File: src/rtl/led_pwm_pkg.sv
// led_pwm_pkg: shared constants and saturating duty helpers for the LED PWM fader.
// Optional build macro: LED_PWM_GAMMA_EN (square-law duty curve in led_pwm_channel).
package led_pwm_pkg;

    localparam int CHANNELS_DEFAULT  = 8;
    localparam int PWM_BITS_DEFAULT  = 8;
    localparam int PRESCALE_DEFAULT  = 16;
    localparam int FADE_STEP_DEFAULT = 4;

    // Largest duty value for a PWM counter of the given width (full-on level).
    function automatic int duty_max(input int bits);
        return (1 << bits) - 1;
    endfunction

    // Add one fade step, clamping at the full-on level instead of wrapping.
    function automatic int sat_inc(input int value, input int step, input int max_val);
        int sum;
        sum = value + step;
        return (sum > max_val) ? max_val : sum;
    endfunction

    // Remove one fade step, clamping at zero instead of wrapping.
    function automatic int sat_dec(input int value, input int step);
        int diff;
        diff = value - step;
        return (diff < 0) ? 0 : diff;
    endfunction

endpackage

File: src/rtl/led_pwm_channel.sv
// led_pwm_channel: one LED's duty register, per-frame fade step and registered PWM compare.
// Optional build macro: LED_PWM_GAMMA_EN (duty_eff = duty*duty >> PWM_BITS).
module led_pwm_channel
    import led_pwm_pkg::*;
#(
    parameter int PWM_BITS  = PWM_BITS_DEFAULT,
    parameter int FADE_STEP = FADE_STEP_DEFAULT
) (
    input  logic                clk,
    input  logic                resetn,
    input  logic                enable,
    input  logic                wrap,
    input  logic                target,
    input  logic [PWM_BITS-1:0] pwm_cnt,
    output logic                led
);

    localparam logic [PWM_BITS-1:0] MAX = PWM_BITS'(duty_max(PWM_BITS));

    logic [PWM_BITS-1:0] duty;
    logic [PWM_BITS-1:0] duty_next;
    logic [PWM_BITS-1:0] duty_eff;

`ifdef LED_PWM_GAMMA_EN
    logic [2*PWM_BITS-1:0] duty_sq;
    assign duty_sq  = {{PWM_BITS{1'b0}}, duty} * {{PWM_BITS{1'b0}}, duty};
    assign duty_eff = duty_sq[2*PWM_BITS-1:PWM_BITS];
`else
    assign duty_eff = duty;
`endif

    // Move duty one step toward the target, only on the frame wrap tick.
    always_comb begin
        duty_next = duty;
        if (wrap) begin
            if (target) begin
                duty_next = PWM_BITS'(sat_inc(int'(duty), FADE_STEP, int'(MAX)));
            end else begin
                duty_next = PWM_BITS'(sat_dec(int'(duty), FADE_STEP));
            end
        end
    end

    // Duty register; holds its value between wraps and while disabled.
    always_ff @(posedge clk or negedge resetn) begin
        if (!resetn) begin
            duty <= '0;
        end else begin
            duty <= duty_next;
        end
    end

    // Registered compare; full duty forces the LED on so there is no dip at the wrap.
    always_ff @(posedge clk or negedge resetn) begin
        if (!resetn) begin
            led <= 1'b0;
        end else begin
            led <= enable & ((duty == MAX) | (pwm_cnt < duty_eff));
        end
    end

endmodule

File: src/rtl/led_pwm_fader.sv
// led_pwm_fader: prescaled PWM frame counter driving CHANNELS fading LED outputs.
// Optional build macro: LED_PWM_GAMMA_EN (passed through to each led_pwm_channel).
module led_pwm_fader
    import led_pwm_pkg::*;
#(
    parameter int CHANNELS  = CHANNELS_DEFAULT,
    parameter int PWM_BITS  = PWM_BITS_DEFAULT,
    parameter int PRESCALE  = PRESCALE_DEFAULT,
    parameter int FADE_STEP = FADE_STEP_DEFAULT
) (
    input  logic                clk,
    input  logic                resetn,
    input  logic                enable,
    input  logic [CHANNELS-1:0] target,
    output logic [CHANNELS-1:0] leds,
    output logic                frame_strobe
);

    localparam int                  PRE_W    = (PRESCALE > 1) ? $clog2(PRESCALE) : 1;
    localparam logic [PRE_W-1:0]    PRE_LAST = PRE_W'(PRESCALE - 1);
    localparam logic [PWM_BITS-1:0] CNT_LAST = PWM_BITS'(duty_max(PWM_BITS));

    logic [PRE_W-1:0]    prescaler;
    logic [PWM_BITS-1:0] pwm_cnt;
    logic                tick;
    logic                wrap;

    assign tick = enable & (prescaler == PRE_LAST);
    assign wrap = tick & (pwm_cnt == CNT_LAST);

    // Prescaler divides clk down to PWM ticks; parked at zero while disabled.
    always_ff @(posedge clk or negedge resetn) begin
        if (!resetn) begin
            prescaler <= '0;
        end else if (!enable || tick) begin
            prescaler <= '0;
        end else begin
            prescaler <= prescaler + 1'b1;
        end
    end

    // PWM counter advances once per tick and wraps naturally at the frame end.
    always_ff @(posedge clk or negedge resetn) begin
        if (!resetn) begin
            pwm_cnt <= '0;
        end else if (!enable) begin
            pwm_cnt <= '0;
        end else if (tick) begin
            pwm_cnt <= pwm_cnt + 1'b1;
        end
    end

    // Frame strobe is the registered wrap tick, one cycle wide.
    always_ff @(posedge clk or negedge resetn) begin
        if (!resetn) begin
            frame_strobe <= 1'b0;
        end else begin
            frame_strobe <= wrap;
        end
    end

    for (genvar ch = 0; ch < CHANNELS; ch++) begin : g_channel
        led_pwm_channel #(
            .PWM_BITS  (PWM_BITS),
            .FADE_STEP (FADE_STEP)
        ) u_channel (
            .clk     (clk),
            .resetn  (resetn),
            .enable  (enable),
            .wrap    (wrap),
            .target  (target[ch]),
            .pwm_cnt (pwm_cnt),
            .led     (leds[ch])
        );
    end

endmodule

File: config.mk
export PLATFORM = sky130hd
export DESIGN_NAME = led_pwm_fader
export DESIGN_NICKNAME = d
export VERILOG_FILES = /design/src/rtl/led_pwm_pkg.sv /design/src/rtl/led_pwm_channel.sv /design/src/rtl/led_pwm_fader.sv
export SDC_FILE = /design/constraint.sdc
export NUM_CORES = 1
export LEC_CHECK = 0
export CAP_MARGIN = 40
export CORE_UTILIZATION = 63
export DETAILED_ROUTE_END_ITERATION = 8
export PLACE_DENSITY = 0.81
export REMOVE_ABC_BUFFERS = 1
export SLEW_MARGIN = 20
export SYNTH_ARGS = -nofsm -noshare
export SYNTH_HDL_FRONTEND = slang
export SYNTH_HIERARCHICAL = 1
export SYNTH_SLANG_ARGS = --single-unit
File: constraint.sdc
create_clock -name clk -period 6.9 [get_ports clk]
set_input_delay 1.035 -clock clk [delete_from_list [all_inputs] [get_ports clk]]
set_output_delay 1.035 -clock clk [all_outputs]
set_load 0.05 [all_outputs]
# [After elaboration in Yosys (flattened, before gate mapping)]
# Index checks and enable logic that the tools add are counted.
# W data, S select, Z words.
[word_totals] reg_bits=85
[op_classes] n_lt_le_gt_ge=24 n_reduce_logical=2 n_mux=27 addsub=18 bitwise=18 n_eq_ne=11
[ops] op="$mux W8" n=26
[ops] op="$add A8 B3 Y9 const B" n=8
[ops] op="$eq A8 B8 Y1 const B" n=9
[ops] op="$gt A9 B8 Y1 const B" n=8
[ops] op="$lt A9 B1 Y1 const B" n=8
[ops] op="$sub A8 B3 Y9 const B" n=8
[ops] op="$lt A8 B8 Y1" n=8
[ops] op="$and A1 B1 Y1" n=10
[ops] op="$add A8 B1 Y8 const B" n=1
[ops] op="$or A1 B1 Y1" n=8
[ops] op="$add A4 B1 Y4 const B" n=1
[ops] op="$eq A4 B4 Y1 const B" n=1
[ops] op="$mux W4" n=1
[ops] op="$ne A2 B1 Y1 const B" n=1
[ops] op="$logic_not A1 Y1" n=1
[ops] op="$logic_or A1 B1 Y1" n=1

# [Longest topological paths before layout]
# Gate-level depths: netlist of run 1.
[logic_depth] ltp_word=4 ltp_mapped=7 mapped_depth_nobuf=7

# [Cells and area by module]
# The synthesis of run 1 kept the hierarchy.
[by_module_without_submodules] module="led_pwm_channel" area_each_um2=807.0 n_inst=8 seq_area_each_um2=200.2 cells_per_inst=94
[by_module_without_submodules] module="led_pwm_fader" area_each_um2=596.8 n_inst=1 seq_area_each_um2=325.3 cells_per_inst=56

# [Least setup slack after synthesis of run 1]
# OpenSTA, ideal clock, no wires.
[synth_timing] kind="input to register" startpoint="input enable" endpoint="register g_channel[0].u_channel.duty[2]" path_buffers=0 path_slack_ns=3.747 cell_stages=5 t_arrival_ns=3.030 cell_sequence="nand3_1 > nor3_1 > clkinv_1 > or3_1 > o221a_2"
[synth_between] elab_chain_cells=2
[synth_lines] item="from (decl)" line="led_pwm_fader.sv:13" source="input logic enable,"
[synth_lines] item="$and A1 B1 Y1" line="led_pwm_fader.sv:28" source="assign tick = enable & (prescaler == PRE_LAST);"
[synth_lines] item="$and A1 B1 Y1" line="led_pwm_fader.sv:29" source="assign wrap = tick & (pwm_cnt == CNT_LAST);"
[synth_lines] item="net wrap" line="led_pwm_fader.sv:26" source="logic wrap;"
[synth_lines] item="to (signal assigned)" line="led_pwm_channel.sv:49" source="duty <= duty_next;"
[synth_lines] item="to (decl)" line="led_pwm_channel.sv:20" source="logic [PWM_BITS-1:0] duty;"
# The timed path passes the listed nets, and every way through them passes these cells.
# A chain may end at the register's enable or synchronous reset.

# [Final worst setup path of run 1]
[layout_timing] startpoint="input enable" endpoint="register g_channel[5].u_channel.duty[2]"
[layout_between] elab_chain_cells=2
[layout_lines] item="$and A1 B1 Y1" line="led_pwm_fader.sv:28"
[layout_lines] item="$and A1 B1 Y1" line="led_pwm_fader.sv:29"
[layout_lines] item="net wrap" line="led_pwm_fader.sv:26"
[layout_lines] item="to (signal assigned)" line="led_pwm_channel.sv:49"
[layout_lines] item="to (decl)" line="led_pwm_channel.sv:20"
# The timed path passes the listed nets, and every way through them passes these cells.

==> results of run 1 <==
[stage by stage]
| step | std cells | TNS [ns] |
|---|---|---|
| after floorplan | 768 | -35.06 |
| after global placement | 931 | 0 |
| after detailed placement | 931 | 0 |
| after CTS | 947 | 0 |
| after global routing | 948 | 0 |
| final | 948 | 0 |
[synthesized netlist by cell type (9+ instances only)]
master	number	area (um2)
nor3_1	33	165
inv_1	57	214
buf_2	16	80.1
nor2_1	53	199
a21oi_1	63	315
mux2i_1	9	90.1
o211ai_1	32	240
o31ai_1	10	75.1
dfrtp_1	77	1930
o21a_1	24	180
buf_6	16	180
nand3_1	42	210
or3_1	10	62.6
nand4_1	11	68.8
o21ai_0	52	260
nand2b_1	16	100
clkinv_1	9	33.8
nand2_1	43	161
ha_1	82	1030
xnor2_1	9	78.8
[logic make-up (layout without fill, tap and decap cells)]
kind of cell             Yosys count  after routing  synth area share (%)
AND/OR/NAND/NOR                  230            230                  18.2
buffers and inverters            106            106                  7.77
multiplexers                       9              9                  1.28
flip-flops                        77             77                  27.3
adder cells (fa/ha/maj)           82             82                  14.5
XOR/XNOR                          11             11                  1.37
AO/OA/AOI/OAI                    293            293                  29.5
[per-layer routing]
metal	GRT usage (%)	routed length, um	vias up
met5	0	0	-
met4	13.1	337	0
met3	4.60	862	29
met2	50.6	8380	233
met1	39.0	7380	3172
li1	-	-	3052
[layout make-up]
type	count	area, um2	area share, %
multi-input combinational	625	4580	62.2
inverter	66	248	3.36
tap	140	175	2.38
clock inverter	5	50.0	0.679
timing repair buffer	24	245	3.33
clock buffer	11	141	1.92
sequential	77	1930	26.1
[sequential cells by signal, indices dropped and copies added, names as in the netlist]
name	cells
g_channel.u_channel/duty	56
g_channel.u_channel/led	8
pwm_cnt	8
prescaler	4
frame_strobe	1
[power by group]
group | leakage (nW) | switching, mW | internal (mW)
registers | 0.930 | 0.00241 | 0.455
logic | 2.03 | 0.0381 | 0.0170
clock network | 0.103 | 0.176 | 0.175
total | 3.07 | 0.217 | 0.646
[final timing paths]
kind                                                  end  cells after the start  slack (ns)    startpoint
max reg2reg                g_channel[5].u_channel/duty[2]                      7        3.76    pwm_cnt[0]
max                        g_channel[5].u_channel/duty[2]                      8        3.51        enable
min in group asynchronous  g_channel[0].u_channel/duty[4]                      1        0.53        resetn
min reg2reg                                  prescaler[0]                      1        0.49  prescaler[0]
max in group asynchronous  g_channel[6].u_channel/duty[0]                      3        5.61        resetn
min                                          prescaler[0]                      1        0.49  prescaler[0]
[worst max-delay path, stage by stage]
cell             delay, ns
clkdlybuf4s50_1       0.45
buf_4                 0.27
nand3_1               0.13
nor3_2                0.18
buf_4                 0.53
clkinv_1              0.43
or3_1                 0.44
o221a_2               0.13
==> results_dict.tcl, run 1 <==
set metrics [dict create \
    antenna_found_initial 0 \
    num_vias 6486 \
    critPathLaunchType "input port" \
    endpoint_kind "flop" \
    drc 0 \
    crit_path_max_fanout 56 \
    finalCritPeriodShare_pct 49.1 \
    fin_area_um2 7370 \
    required_ns 7.17 \
    place.gp.congestion 0.866 \
    clkSinkCount 77 \
    final_util_pct 67.7 \
    grt.overflow.total 0 \
    synth_edf_count 0 \
    fillers 890 \
    die_y_um 108 \
    rows 38 \
    io_pins 20 \
    maxCapViolCount 0 \
    die-area_um2 11600 \
    postRouteAntennaNets 0 \
    hp-class "reg -> reg" \
    wl_um 17000 \
    ctsHoldBuffers 0 \
    numCtsBuffers 9 \
    hpwl_um 11500 \
    die_w_um 108 \
    dp_slack_ns 3.16 \
    critPathKind "in -> reg" \
    worst_slack_ns 3.51 \
    routed_via_density 6.84 \
    tightest_slew_ns 0.618 \
    initial_core_util_pct 64.8 \
    grt_first_pass_wirelength_um 28100 \
    placed_cell_area_um2 7150 \
    layout_commonest_cell "ha_1" \
    grt_max_degree 58 \
    cts_tree "built" \
    track_usage_pct 30.4 \
    nets 896 \
    peakVddDrop_v 0.000121 \
    total_power_mw 0.863 \
    relSlewSlack_pct 58.8 \
    area_growth_pct 4.49 \
    ys_seq_area_share_pct 27.3 \
    diodes 0 \
    syn-cell-area_um2 7050 \
    drive_gt1_share_pct 7.05 \
    hold_viol_final 0 \
    fmax_mhz 295 \
    synth_seq_cells 77 \
    core_area_um2 10900 \
    min_period_ns 3.39 \
    drtIter0Drc 533 \
    async_reset_ff_share_pct 100 \
    syn_area_per_cell_um2 8.73 \
    outcome "finished clean" \
    avgRoutedWirePerCell_um 17.9 \
    clock_skew_ns 0.0162 \
    grt_pass1_vias 6176 \
    hold_ws_ns 0.493 \
    io_buffers 19 \
    cts_resized 0 \
    drt-pass1-iter-count 5 \
    cts_setup_buffers 0 \
    clockBufferDepth 2 \
    synth_cell_types 43 \
    syn-instance-count 808 \
    cts_root_buffer "clkbuf_8" \
    clkTransAtPathRegs_ns 0.08 \
    powerDensity_nw_per_um2 117 \
    mostFrequentLayoutCells "ha_1 (82), dfrtp_1 (77), a21oi_1 (63), inv_1 (57), nor2_1 (53)" \
    drv_slew 0 \
    arrival_ns 3.66 \
    yosysWarnings 6 \
    insertion_delay_ns 0.38 \
    leakage_nw 3.07 \
    rsz0062_at_grt "false" \
    synthFlopType "dfrtp_1" \
    setup_violations 0 \
    htree_num_levels 3 \
]
No activity file was read; power rests on OpenSTA's default activity.
==> run 2, diff against run 1 <==
Settings changed: CORE_UTILIZATION 63 to 57, PLACE_DENSITY 0.81 to 0.78.
Clock period 6.9 ns to 2.8 ns, I/O delays scaled along.
==> results_dict.tcl, run 2 (synthesis gave the netlist of run 1 again) <==
set metrics [dict create \
    critPathLaunchType "flop" \
    drc 0 \
    initial_core_util_pct 58.7 \
    required_ns 3.03 \
    p_clk_share_pct 49.3 \
    maxCapViolCount 0 \
    reg.largest.list "g_channel.u_channel/duty (56), g_channel.u_channel/led (8), pwm_cnt (8)" \
    place.gp.congestion 0.876 \
    track_usage_pct 27.5 \
    cts_tree "built" \
    rsz0062_at_grt "false" \
    regMostFlops "g_channel.u_channel/duty" \
    cp_slowest_stage_delay_ns 0.43 \
    avgRoutedWirePerCell_um 17.6 \
    endpoint "g_channel[3].u_channel/duty[2]" \
    setup-tns-final_ns 0 \
    top_usage_layer "met2" \
    crit_buf_inv 2 \
    largest_reg_flops 56 \
    p_sw_mw 0.566 \
    p_sw_share_pct 22.8 \
    reg2reg_to "g_channel[3].u_channel/duty[2]" \
    tightest_slew_ns 0.560 \
    path_cells "ha_1 -> nand4_1 -> nor3_2 -> buf_4 -> clkinv_1 -> or3_1 -> o221a_2" \
    arrival_ns 2.79 \
    wl_um 17000 \
    clock_skew_ns 0.00860 \
    min_period_ns 2.56 \
    grt.met1_usage_pct 35.7 \
    dp_slack_ns 0.281 \
    mostFrequentLayoutCells "ha_1 (82), dfrtp_1 (77), a21oi_1 (63), inv_1 (57), nor2_1 (53)" \
    grtUsageMet2_pct 45.5 \
    hp-class "in -> async" \
    routed_via_density 6.70 \
    die_w_um 113 \
    drt-pass1-iter-count 5 \
    peakVddDrop_v 0.000344 \
    insertion_delay_ns 0.35 \
    cts_root_buffer "clkbuf_16" \
    clkTransAtPathRegs_ns 0.06 \
    hold_ws_ns 0.00272 \
    grt.overflow.total 0 \
    critPathKind "reg -> reg" \
    fin_area_um2 7570 \
    hold_viol_final 0 \
    grt_first_pass_wirelength_um 28600 \
    power_frac_comb_pct 5.3 \
    grt_pass1_vias 6113 \
    setup_violations 0 \
    worst_slack_ns 0.241 \
    critPathTopFamily "simple AND/OR/NAND/NOR gates" \
    p_int_mw 1.92 \
    critPathLaunch "prescaler[0]" \
    crit_path_max_fanout 16 \
    grt_max_degree 50 \
    nets 905 \
    finalCritPeriodShare_pct 91.4 \
    antenna_found_initial 0 \
    htree_num_levels 3 \
    num_vias 6459 \
    clockBufferDepth 2 \
    area_growth_pct 7.34 \
    ff2ff_setup_slack_ns 0.24 \
    r2r-start "prescaler[0]" \
    relSlewSlack_pct 62.6 \
    total_power_mw 2.49 \
    drtIter0Drc 629 \
    ctsHoldBuffers 0 \
    core_area_um2 12000 \
    fillers 1031 \
    postRouteAntennaNets 0 \
    powerDensity_nw_per_um2 328 \
    layout_commonest_cell "ha_1" \
    seq_power_share_pct 45.4 \
    cts_resized 0 \
    die_y_um 113 \
    hpwl_um 11800 \
    io_buffers 19 \
    slowest_stage "or3_1" \
    outcome "finished clean" \
    drv_slew 0 \
    placed_cell_area_um2 7260 \
    diodes 0 \
    cp.depth 7 \
    rows 40 \
    fmax_mhz 391 \
    reg2reg_depth 7 \
    io_pins 20 \
    grt_util_met3_pct 5.52 \
    endpoint_kind "flop" \
    leakage_nw 3.17 \
    clkSinkCount 77 \
    cts_setup_buffers 0 \
    numCtsBuffers 9 \
    die-area_um2 12800 \
    drive_gt1_share_pct 8.20 \
]
-- run 2: cell types whose count changed in the layout (fill, tap and decap cells not counted), sizes merged --
cell    previous run  this run
buf                6        15
clkbuf            11        12
clkinv            13        12
-- run 2: layout make-up --
type | count | area [um2] | share of cell area (%)
Tap cell | 147 | 184 | 2.43
Timing Repair Buffer | 33 | 318 | 4.20
Clock buffer | 12 | 267 | 3.52
Inverter | 66 | 248 | 3.27
Sequential cell | 77 | 1930 | 25.5
Clock inverter | 4 | 45.0 | 0.595
Multi-Input combinational cell | 625 | 4580 | 60.5
-- run 2: worst reg2reg max path, stage by stage (launching register included) --
cell,delay (ns)
dfrtp_1,0.39
ha_1,0.28
nand4_1,0.27
nor3_2,0.35
buf_4,0.28
clkinv_1,0.31
or3_1,0.43
o221a_2,0.13
-- run 2: how the worst min path moves through the flow --
stage                                           endpoint  slack [ns]  depth (start not counted)
after CTS                                     pwm_cnt[6]        0.01                          1
after floorplan                             frame_strobe        0.12                          0
after detailed placement  g_channel[6].u_channel/duty[7]        0.39                          1
after global routing                          pwm_cnt[6]        0.03                          1
final                     g_channel[6].u_channel/duty[7]       0.003                          1
after global placement    g_channel[6].u_channel/duty[7]        0.39                          1
-- run 2: metal layers --
layer / vias to the layer above / share of wire, %
li1: 3084 / -
met1: 3147 / 46
met2: 200 / 48
met3: 28 / 4.7
met4: 0 / 1.6
met5: - / 0
-- run 2: power groups by stage --
stage               Sequential (mW)  Clock (mW)  Combinational [mW]
floorplan                      1.17           0              0.0236
global placement               1.15           0               0.130
detailed placement             1.15           0               0.133
CTS                            1.13        1.26               0.133
global route                   1.13        1.30               0.145
finish                         1.13        1.23               0.132
-- run 2: metrics by stage --
| stage | instances | utilization (%) |
|---|---|---|
| global placement | 948 | 60.4 |
| global route | 964 | 63.0 |
| finish | 964 | 63.0 |
| CTS | 964 | 63.0 |
| detailed placement | 948 | 60.4 |
| floorplan | 768 | - |
